### config.mk
export PLATFORM = sky130hd
export DESIGN_NAME = mem_access_ctrl_flat
export DESIGN_NICKNAME = d
export VERILOG_FILES = /design/src/rtl/mem_access_ctrl_pkg.sv /design/src/rtl/mem_access_ctrl_if.sv /design/src/rtl/mem_access_ctrl_sat_counter.sv /design/src/rtl/mem_access_ctrl.sv /design/src/flat_wrapper.sv
export SDC_FILE = /design/constraint.sdc
export NUM_CORES = 1
export LEC_CHECK = 0
export CAP_MARGIN = 40
export CELL_PAD_IN_SITES_DETAIL_PLACEMENT = 0
export CELL_PAD_IN_SITES_GLOBAL_PLACEMENT = 1
export CORE_MARGIN = 5
export CORE_UTILIZATION = 26
export DETAILED_ROUTE_END_ITERATION = 6
export GPL_TIMING_DRIVEN = 0
export HOLD_SLACK_MARGIN = 0.08
export PLACE_DENSITY = 0.9
export SYNTH_ARGS = -nofsm -noshare
export SYNTH_HDL_FRONTEND = slang
export SYNTH_SLANG_ARGS = --single-unit
### constraint.sdc
create_clock -name CLK -period 3.9 [get_ports CLK]
set_input_delay 0.78 -clock CLK [delete_from_list [all_inputs] [get_ports CLK]]
set_output_delay 0.78 -clock CLK [all_outputs]
set_load 0.02 [all_outputs]
### src/rtl/mem_access_ctrl_pkg.sv
// Shared types for the memory-stage access controller: datapath word type
// and the memory-stage FSM state encoding.
package cpu_types_pkg;
    localparam int WORD_W = 32;
    typedef logic [WORD_W-1:0] word_t;
endpackage

package dp_types_pkg;
    typedef enum logic [2:0] {
        IDLE,
        WAIT,
        DONE,
        HFLUSH,
        HALTED
    } mem_state_t;
endpackage

### src/rtl/mem_access_ctrl_if.sv
// Bundle of EX/MEM inputs, dcache port and pipeline control outputs seen by
// the memory-stage controller; slave is the controller, master its environment.
interface mem_access_ctrl_if #(parameter int CNT_W = 16);
    import cpu_types_pkg::*;

    logic             mem_valid;
    logic             mem_ren;
    logic             mem_wen;
    logic             mem_halt;
    word_t            mem_addr;
    word_t            mem_store;
    logic             dhit;
    word_t            dmemload;
    logic             flushed;
    logic             dmemREN;
    logic             dmemWEN;
    word_t            dmemaddr;
    word_t            dmemstore;
    logic             dcache_halt;
    logic             mem_stall;
    logic             mem_wb_flush;
    word_t            load_data;
    logic             halt_out;
    logic [CNT_W-1:0] stall_cycles;

    modport master (
        output mem_valid, mem_ren, mem_wen, mem_halt, mem_addr, mem_store,
        output dhit, dmemload, flushed,
        input  dmemREN, dmemWEN, dmemaddr, dmemstore, dcache_halt,
        input  mem_stall, mem_wb_flush, load_data, halt_out, stall_cycles
    );

    modport slave (
        input  mem_valid, mem_ren, mem_wen, mem_halt, mem_addr, mem_store,
        input  dhit, dmemload, flushed,
        output dmemREN, dmemWEN, dmemaddr, dmemstore, dcache_halt,
        output mem_stall, mem_wb_flush, load_data, halt_out, stall_cycles
    );
endinterface

### src/rtl/mem_access_ctrl_sat_counter.sv
// Saturating up-counter: sticks at all-ones instead of wrapping.
module sat_counter #(
    parameter int W = 16
) (
    input  logic         CLK,
    input  logic         RST,
    input  logic         inc,
    output logic [W-1:0] count
);
    always_ff @(posedge CLK or posedge RST) begin
        if (RST) begin
            count <= '0;
        end else if (inc && (count != '1)) begin
            count <= count + 1'b1;
        end
    end
endmodule

### src/rtl/mem_access_ctrl.sv
// Memory-stage access controller: issues dcache requests for the EX/MEM
// instruction, stalls the pipeline until dhit, and sequences the halt flush.
module mem_access_ctrl
    import cpu_types_pkg::*;
    import dp_types_pkg::*;
#(
    parameter int CNT_W = 16
) (
    input  logic              CLK,
    input  logic              RST,
    mem_access_ctrl_if.slave  bus
);
    mem_state_t       state;
    mem_state_t       state_next;
    word_t            load_q;
    logic             is_halt;
    logic             is_access;
    logic             is_write;
    logic             is_read;
    logic             capture;
    logic             req;
    logic             stall;
    logic             count_inc;
    logic [CNT_W-1:0] count;

    // Halt outranks any load/store flags; write wins when both are set.
    assign is_halt   = bus.mem_valid & bus.mem_halt;
    assign is_access = bus.mem_valid & ~bus.mem_halt & (bus.mem_wen | bus.mem_ren);
    assign is_write  = is_access & bus.mem_wen;
    assign is_read   = is_access & bus.mem_ren & ~bus.mem_wen;

    always_ff @(posedge CLK or posedge RST) begin
        if (RST) begin
            state <= IDLE;
        end else begin
            state <= state_next;
        end
    end

    always_comb begin
        state_next = state;
        case (state)
            IDLE: begin
                if (is_halt) begin
                    state_next = HFLUSH;
                end else if (is_access) begin
                    state_next = bus.dhit ? DONE : WAIT;
                end
            end
            WAIT:    if (bus.dhit) state_next = DONE;
            DONE:    state_next = IDLE;
            HFLUSH:  if (bus.flushed) state_next = HALTED;
            HALTED:  state_next = HALTED;
            default: state_next = IDLE;
        endcase
    end

    // Only loads carry data back; a completing store leaves a zero value.
    assign capture = bus.dhit & (((state == IDLE) & is_access) | (state == WAIT));

    always_ff @(posedge CLK or posedge RST) begin
        if (RST) begin
            load_q <= '0;
        end else if (capture) begin
            load_q <= is_read ? bus.dmemload : '0;
        end
    end

    always_comb begin
        req              = 1'b0;
        stall            = 1'b0;
        count_inc        = 1'b0;
        bus.dmemREN      = 1'b0;
        bus.dmemWEN      = 1'b0;
        bus.dmemaddr     = '0;
        bus.dmemstore    = '0;
        bus.dcache_halt  = 1'b0;
        bus.mem_stall    = 1'b0;
        bus.mem_wb_flush = 1'b0;
        bus.load_data    = '0;
        bus.halt_out     = 1'b0;
        if (!RST) begin
            case (state)
                IDLE: begin
                    req             = is_access;
                    stall           = is_access | is_halt;
                    bus.dcache_halt = is_halt;
                end
                WAIT: begin
                    req   = is_access;
                    stall = 1'b1;
                end
                DONE:   bus.load_data = load_q;
                HFLUSH: begin
                    stall           = 1'b1;
                    bus.dcache_halt = 1'b1;
                end
                HALTED: begin
                    stall           = 1'b1;
                    bus.dcache_halt = 1'b1;
                    bus.halt_out    = 1'b1;
                end
                default: stall = 1'b0;
            endcase
            bus.dmemREN      = req & is_read;
            bus.dmemWEN      = req & is_write;
            bus.dmemaddr     = req ? bus.mem_addr : '0;
            bus.dmemstore    = req ? bus.mem_store : '0;
            bus.mem_stall    = stall;
            bus.mem_wb_flush = stall;
            count_inc        = stall & (state != HALTED);
        end
    end

    sat_counter #(.W(CNT_W)) u_stall_cnt (
        .CLK   (CLK),
        .RST   (RST),
        .inc   (count_inc),
        .count (count)
    );

    assign bus.stall_cycles = count;
endmodule

### src/flat_wrapper.sv
// flat-port wrapper written by rule: the top's interface ports become plain ports
module mem_access_ctrl_flat import cpu_types_pkg::*; import dp_types_pkg::*;
#(
    parameter int CNT_W = 16
)
  (CLK, RST, bus_mem_valid, bus_mem_ren, bus_mem_wen, bus_mem_halt, bus_mem_addr, bus_mem_store, bus_dhit, bus_dmemload, bus_flushed, bus_dmemREN, bus_dmemWEN, bus_dmemaddr, bus_dmemstore, bus_dcache_halt, bus_mem_stall, bus_mem_wb_flush, bus_load_data, bus_halt_out, bus_stall_cycles);
  mem_access_ctrl_if #(.CNT_W(CNT_W)) bus_i ();
  input  logic CLK;
  input  logic RST;
  input wire logic [$bits(bus_i.mem_valid)-1:0] bus_mem_valid;
  input wire logic [$bits(bus_i.mem_ren)-1:0] bus_mem_ren;
  input wire logic [$bits(bus_i.mem_wen)-1:0] bus_mem_wen;
  input wire logic [$bits(bus_i.mem_halt)-1:0] bus_mem_halt;
  input wire logic [$bits(bus_i.mem_addr)-1:0] bus_mem_addr;
  input wire logic [$bits(bus_i.mem_store)-1:0] bus_mem_store;
  input wire logic [$bits(bus_i.dhit)-1:0] bus_dhit;
  input wire logic [$bits(bus_i.dmemload)-1:0] bus_dmemload;
  input wire logic [$bits(bus_i.flushed)-1:0] bus_flushed;
  output wire logic [$bits(bus_i.dmemREN)-1:0] bus_dmemREN;
  output wire logic [$bits(bus_i.dmemWEN)-1:0] bus_dmemWEN;
  output wire logic [$bits(bus_i.dmemaddr)-1:0] bus_dmemaddr;
  output wire logic [$bits(bus_i.dmemstore)-1:0] bus_dmemstore;
  output wire logic [$bits(bus_i.dcache_halt)-1:0] bus_dcache_halt;
  output wire logic [$bits(bus_i.mem_stall)-1:0] bus_mem_stall;
  output wire logic [$bits(bus_i.mem_wb_flush)-1:0] bus_mem_wb_flush;
  output wire logic [$bits(bus_i.load_data)-1:0] bus_load_data;
  output wire logic [$bits(bus_i.halt_out)-1:0] bus_halt_out;
  output wire logic [$bits(bus_i.stall_cycles)-1:0] bus_stall_cycles;
  assign bus_i.mem_valid = bus_mem_valid;
  assign bus_i.mem_ren = bus_mem_ren;
  assign bus_i.mem_wen = bus_mem_wen;
  assign bus_i.mem_halt = bus_mem_halt;
  assign bus_i.mem_addr = bus_mem_addr;
  assign bus_i.mem_store = bus_mem_store;
  assign bus_i.dhit = bus_dhit;
  assign bus_i.dmemload = bus_dmemload;
  assign bus_i.flushed = bus_flushed;
  assign bus_dmemREN = bus_i.dmemREN;
  assign bus_dmemWEN = bus_i.dmemWEN;
  assign bus_dmemaddr = bus_i.dmemaddr;
  assign bus_dmemstore = bus_i.dmemstore;
  assign bus_dcache_halt = bus_i.dcache_halt;
  assign bus_mem_stall = bus_i.mem_stall;
  assign bus_mem_wb_flush = bus_i.mem_wb_flush;
  assign bus_load_data = bus_i.load_data;
  assign bus_halt_out = bus_i.halt_out;
  assign bus_stall_cycles = bus_i.stall_cycles;
  mem_access_ctrl #(.CNT_W(CNT_W)) u_core (.CLK(CLK), .RST(RST), .bus(bus_i));
endmodule
==> impl_results.md, run 1 <==
* CTS tree: built
* FF+latch count, synth at 51
* Num rows at 41
* Critical Path Source Type: primary input
* Max Cap Violations at 0
* Worst-Skew Late Latency at 0.29 ns
* Dpl hpwl at ~10 mm
* Final Cycle Share at 96.73%
* Final setup violation count at 0
* Setup tns final at 0 ns
* WP data required at between 3 and 4 ns
* Largest net degree at the start of global routing at 61
* Reg-to-reg endpoint: u_core.u_stall_cnt.count[1]$_DFFE_PP0P_
* Period minus WS final at 3.773 ns
* Die height at 124.4 um
* Via/cell ratio at 4.453
* Post-Syn Instances at 369
* Maximum operating frequency at 265.1 MHz
* Hold Path Depth at 2
* Hold Crit Start: u_core.load_q[28]$_DFFE_PP0P_
* Core area at 12,720 um2
* Total CTS buffers at 5
* Share of layout cells above drive strength 1 at 9.015%
* Max-slew headroom at 64.36%
* Hold-fix buffer count after cts at 0
* Status: finished, final reports clean
* Fillers at 1,247
* Leak at 3.503 nW
* First-pass GRT wire length at 19.69 mm
* Final #Nets at 704
* Yosys cell types at 46
* Crit. End Element: output port
* Clock-pin slew on the worst setup and hold paths at 0.07 ns
* DRC Markers at 0
* PortBufs at 221
* Mean Syn Cell Area at 9.220 um2
* Die area at approximately 15,000 um2
* Io pins at roughly 220
* Number of flops mapped to enable cells by yosys at 0
* Mapped Area at 3402 um2
* RePlAce Congestion at ~0.8
* R2R Path Start: u_core.u_stall_cnt.count[0]$_DFFE_PP0P_
* Worst slew pin tran at 0.5322 ns
* PwrDens at around 350 nW/um2
* Final Non-Filler Cells at ~770
* Placed Cells at 763
* Syn_nets at 474
* # diodes at 0
* Signal arrival time at the worst endpoint at approximately 3.0 ns
* Clock tree buffer depth at 2
* Number of routed nets with antenna violations at 0
* Final Hold Vio Count at 0
* Initial core utilization at 26.74%
* DR pass1 iterations at 4
* Hold slack at 0.5139 ns
* Slew Viols, Final at 0
* First DRT Iteration DRCs at 168
* Remaining Overflow, GRT at 0
* Worst vdd ir at 0.0003402 V
* CP Max Fanout at 10
* Die W at about 120 um
* H-tree levels at 2
* CTS root buf: clkbuf_16
* Fin area at around 6000 um2
* Flop-to-flop setup slack at 1.98 ns
* Routed WL at 12.50 mm
* Hold Path Sink: u_core.load_q[28]$_DFFE_PP0P_
* Ys async rst share at 100.0%
* Worst min path class: flip-flop to flip-flop
* Seq/Total Area, Yosys at 37.51%
* Ys Warns at 0
* FF-to-FF path depth at 6
* Initial antenna violation count at 2
* Number of global-route vias before repair at 3,508
* Top_reg_cell synth: dfrtp_1
* Placed Area at 5844 um2
* Area Overhead vs Synth at 80.18%
* Avg WL per Cell at 16.22 um
* Worst Clk Skew at 0.007926 ns
* DR vias at 3,433
* Gr usage total at 15.23%
* WS Path Type: primary input to output port
* CTS sink count at 51
critical path: stages:
cell and delay [ns]:
clkdlybuf4s50_1 0.57, nand2b_1 0.16, nor4_4 0.30, buf_4 0.18, clkbuf_2 0.19, and3_1 0.18
clkdlybuf4s50_1 0.62
registers in the layout, summed over array words and instances, names as in the netlist:
signal,cells
u_core.state,3
u_core.load_q,32
u_core.u_stall_cnt.count,16
cells in the mapped netlist (3+ instances only):
cell type	number	share of area, %
a2111oi_4	3	2.4
a211oi_1	6	1.3
and2_1	32	5.9
and3_1	66	12
buf_2	5	0.74
buf_6	4	1.3
clkbuf_1	17	1.9
clkbuf_2	3	0.44
dfrtp_1	51	38
inv_1	36	4.0
mux2_2	3	0.99
mux2i_1	34	10
nand2_1	43	4.7
nand2b_1	3	0.55
nand3_1	7	1.0
nor2_1	8	0.88
nor3_1	4	0.59
xor2_1	11	2.8
final cells by class:
class	instances	area (um2)	share of cell area, %
Buffer	31	196.4	3.205
Multi-Input combinational cell	251	1829	29.84
Inverter	36	135.1	2.205
Tap cell	172	215.2	3.511
Timing Repair Buffer	223	2330	38.01
Sequential cell	51	1276	20.82
Clock inverter	1	8.758	0.1429
Clock buffer	6	138.9	2.266
cell families after synthesis:
logic type / Yosys count / share of synthesized area (%)
and+or+nand+nor: 181 / 32.11
DFF: 51 / 37.51
adders and majority gates: 1 / 0.3677
buffers and inverters: 67 / 9.010
xor gates and xnor gates: 11 / 2.832
AOI/OAI and AO/OA: 20 / 6.731
muxes: 38 / 11.44
where the power goes:
part           internal [mW]  switching [mW]  leakage (nW)  total [mW]
Combinational          0.468           0.488          2.74       0.955
Sequential             0.631          0.0892         0.685       0.720
Clock                  0.254           0.191        0.0733       0.446
Total                   1.35           0.768          3.50        2.12
worst max path at each step:
stage,start,slack (ns),endpoint,depth (start not counted)
2_1_floorplan,RST,0.09,bus_dmemaddr[22],3
3_3_place_gp,RST,-1.91,bus_dmemaddr[28],5
3_5_place_dp,bus_mem_valid,-0.40,bus_mem_wb_flush,8
4_1_cts,RST,0.003,bus_load_data[14],6
5_1_grt,bus_mem_valid,-0.01,bus_dmemstore[23],7
6_report,bus_mem_valid,0.13,bus_dmemstore[16],7
layout by cell type (no fill, tap or decap), types with 2 or more instances in the layout:
| cell type | netlist | layout |
|---|---|---|
| mux2_2 | 3 | 3 |
| clkdlybuf4s50_1 | 0 | 180 |
| buf_4 | 1 | 2 |
| buf_2 | 5 | 5 |
| nor3_1 | 4 | 4 |
| nor4_1 | 2 | 2 |
| clkbuf_1 | 17 | 6 |
| inv_1 | 36 | 36 |
| a2111oi_4 | 3 | 3 |
| clkbuf_8 | 0 | 2 |
| a211oi_1 | 6 | 6 |
| dlymetal6s2s_1 | 0 | 40 |
| nor2_1 | 8 | 8 |
| nand2b_1 | 3 | 3 |
| clkbuf_2 | 3 | 12 |
| and3_1 | 66 | 66 |
| buf_6 | 4 | 4 |
| dfrtp_1 | 51 | 51 |
| clkbuf_16 | 0 | 5 |
| nand2_1 | 43 | 43 |
| xor2_1 | 11 | 11 |
| nand4_1 | 2 | 2 |
| nor4b_4 | 2 | 2 |
| and2_1 | 32 | 32 |
| o21ai_0 | 2 | 2 |
| nand3_1 | 7 | 7 |
| mux2i_1 | 34 | 34 |
what timing repair did:
action,CTS,global route
resized for setup,9,51
setup endpoints to repair,64,77
setup buffers,1,0
pin swaps,2,0
cloned,0,0
per-layer routing:
metal	GRT usage (%)	vias to the layer above	wire length [um]
li1	-	1699	-
met1	18.77	1622	5303
met2	26.59	90	6425
met3	4.417	18	591
met4	2.837	4	157
met5	0	-	25
stage by stage:
| step | setup WS [ns] | power [mW] | util, % |
|---|---|---|---|
| after floorplan | 0.09275 | 1.278 | - |
| after global placement | -1.905 | 1.655 | 45.82 |
| after detailed placement | -0.3951 | 1.685 | 45.94 |
| after CTS | 0.002646 | 2.152 | 47.30 |
| after global routing | -0.01484 | 2.251 | 48.18 |
| final | 0.1274 | 2.121 | 48.18 |
Power figures use the tool's default switching activity.
==> inputs of run 2 (changes only) <==
Settings changed: CAP_MARGIN 40 to 20, CTS_CLUSTER_SIZE from default to 24, HOLD_SLACK_MARGIN 0.08 to default.
==> impl_results.md, run 2 (synthesized netlist as in run 1, its figures left out) <==
* Die W at 124.4 um (unchanged)
* Commonest cells after routing, fill and taps aside: clkdlybuf4s50_1 (181), and3_1 (66), dfrtp_1 (51)
* Final core area utilization at 48.07% (-0.11 points)
* Period minus WS final at 3.763 ns (-0.009723 ns)
* Clock tree buffer depth at 2 (unchanged)
* Via/cell ratio at 4.431 (-0.48%)
* Status: finished, final reports clean
* Io pins at 222 (unchanged)
* Worst min path class: flip-flop to flip-flop
* Biggest register: u_core.load_q
* Initial antenna violation count at 1 (-1)
* CTS root buf: clkbuf_16
* Core area at 12,720 um2 (unchanged)
* Fillers at 1,251 (+0.32%)
* CP Max Fanout at 10 (unchanged)
* Max-slew headroom at 63.91% (-0.45 points)
* Final setup violation count at 0 (unchanged)
* Slew Viols, Final at 0 (unchanged)
* CTS sink count at 51 (unchanged)
* H-tree levels at 2 (unchanged)
* Leak at 3.460 nW (-1.2%)
* Clock-pin slew on the worst setup and hold paths at 0.07 ns (about the same)
* Largest net degree at the start of global routing at 61 (unchanged)
* PwrDens at 346.6 nW/um2 (+0.15%)
* Signal arrival time at the worst endpoint at 2.98 ns (about the same)
* Final Cycle Share at 96.48% (-0.25 points)
* Area Overhead vs Synth at 79.77%
* Biggest regs: u_core.load_q: 32 flops, u_core.u_stall_cnt.count: 16 flops, u_core.state: 3 flops
* WP data required at 3.12 ns (about the same)
* Num rows at 41 (unchanged)
* # diodes at 0 (unchanged)
* Pre-CTS setup slack at -0.4155 ns (-0.02044 ns)
* DR pass1 iterations at 4 (unchanged)
* Avg WL per Cell at 16.25 um (+0.21%)
* Die height at 124.4 um (unchanged)
* Dpl hpwl at 10.07 mm (+0.34%)
* Total CTS buffers at 5 (unchanged)
* Share of layout cells above drive strength 1 at 8.528% (-0.49 points)
* Number of global-route vias before repair at 3,480 (-0.80%)
* Max reg flops at 32 (unchanged)
* WS Path Type: primary input to output port
* Gr usage total at 15.32% (+0.094 points)
* Worst-Skew Late Latency at 0.28 ns (about the same)
* First DRT Iteration DRCs at 169 (+0.60%)
* Worst slew pin tran at 0.5390 ns (+0.006775 ns)
* Die area at 15,470 um2 (unchanged)
* Final Hold Vio Count at 0 (unchanged)
* Most common cell after layout, fill and taps aside: clkdlybuf4s50_1
* Crit. End Element: output port
* Maximum operating frequency at 265.8 MHz (+0.26%)
* DR vias at 3,412 (-0.61%)
* RSZ-0062 raised after global routing: no
* PortBufs at 221 (unchanged)
* First-pass GRT wire length at 19.72 mm (+0.14%)
* Remaining Overflow, GRT at 0 (unchanged)
* DRC Markers at 0 (unchanged)
* Initial core utilization at 26.74% (unchanged)
* RePlAce Congestion at 0.7995 (unchanged)
* Worst vdd ir at 0.0002602 V (-24%)
* Slack of the critical path at 0.1372 ns (+0.009723 ns)
* Worst Clk Skew at 0.004670 ns (-0.003255 ns)
* Critical Path Source Type: primary input
* Number of routed nets with antenna violations at 0 (unchanged)
* Final #Nets at 703 (-0.14%)
* Total Power at 2.120 mW (about the same)
* Routed WL at 12.51 mm (about the same)
* CTS tree: built
* Max Cap Violations at 0 (unchanged)
## run 2: what timing repair did
action | in CTS | in global routing
gates resized for setup | 7 | 49
setup endpoints to repair | 76 | 84
hold buffers | 0 | 0
endpoints found under the hold margin | 0 | 0
buffers inserted | 1 | 0
pin swaps | 2 | 0
## run 2: worst max-delay path, stage by stage
cell,delay (ns)
clkdlybuf4s50_1,0.56
nand2b_1,0.16
nor4_4,0.31
buf_4,0.18
clkbuf_2,0.19
and3_1,0.17
clkdlybuf4s50_1,0.63
## run 2: stage by stage
| stage | hold slack, ns | instance area (um2) | std cells | setup TNS [ns] |
|---|---|---|---|---|
| after floorplan | 0.4914 | 3402 | 369 | 0 |
| after global placement | 0.5026 | 5829 | 762 | -64.29 |
| after detailed placement | 0.5072 | 5833 | 762 | -17.85 |
| after CTS | 0.5179 | 6006 | 770 | -0.05847 |
| after global routing | 0.5331 | 6116 | 770 | 0 |
| final | 0.5127 | 6116 | 770 | 0 |
## run 2: metal layers
layer	GRT usage (%)	part of all wire (%)	routed length [um]
met3	4.460	4.8	599
met5	0	0.056	7
met2	26.78	52	6454
met4	2.772	1.2	146
met1	18.89	42	5305
## run 2: path summary, 6_finish.rpt
check	startpoint	end	slack, ns	cells past startpoint
worst max register to register	u_core.u_stall_cnt.count[0]$_DFFE_PP0P_	u_core.u_stall_cnt.count[1]$_DFFE_PP0P_	1.97	6
worst min register to register	u_core.load_q[28]$_DFFE_PP0P_	u_core.load_q[28]$_DFFE_PP0P_	0.51	2
max in group asynchronous	RST	u_core.load_q[27]$_DFFE_PP0P_	2.18	3
min in group asynchronous	RST	u_core.state[1]$_DFFE_PP0P_	1.37	3
worst max-delay path	bus_mem_valid	bus_dmemstore[8]	0.14	7
worst min-delay path	u_core.load_q[28]$_DFFE_PP0P_	u_core.load_q[28]$_DFFE_PP0P_	0.51	2
## run 2: cell type report
cell class / count / area, um2 / share of cell area, %
sequential: 51 / 1276 / 20.87
clock inverter: 1 / 8.758 / 0.1432
tap: 172 / 215.2 / 3.519
timing repair buffer: 222 / 2311 / 37.79
multi-input combinational: 251 / 1838 / 30.05
buffer: 31 / 192.7 / 3.151
inverter: 36 / 135.1 / 2.209
clock buffer: 6 / 138.9 / 2.271
## run 2: report_power, final
group	internal, mW	leakage, nW	switching, mW
Sequential	0.631	0.685	0.0906
Clock	0.254	0.0733	0.189
Combinational	0.464	2.70	0.491
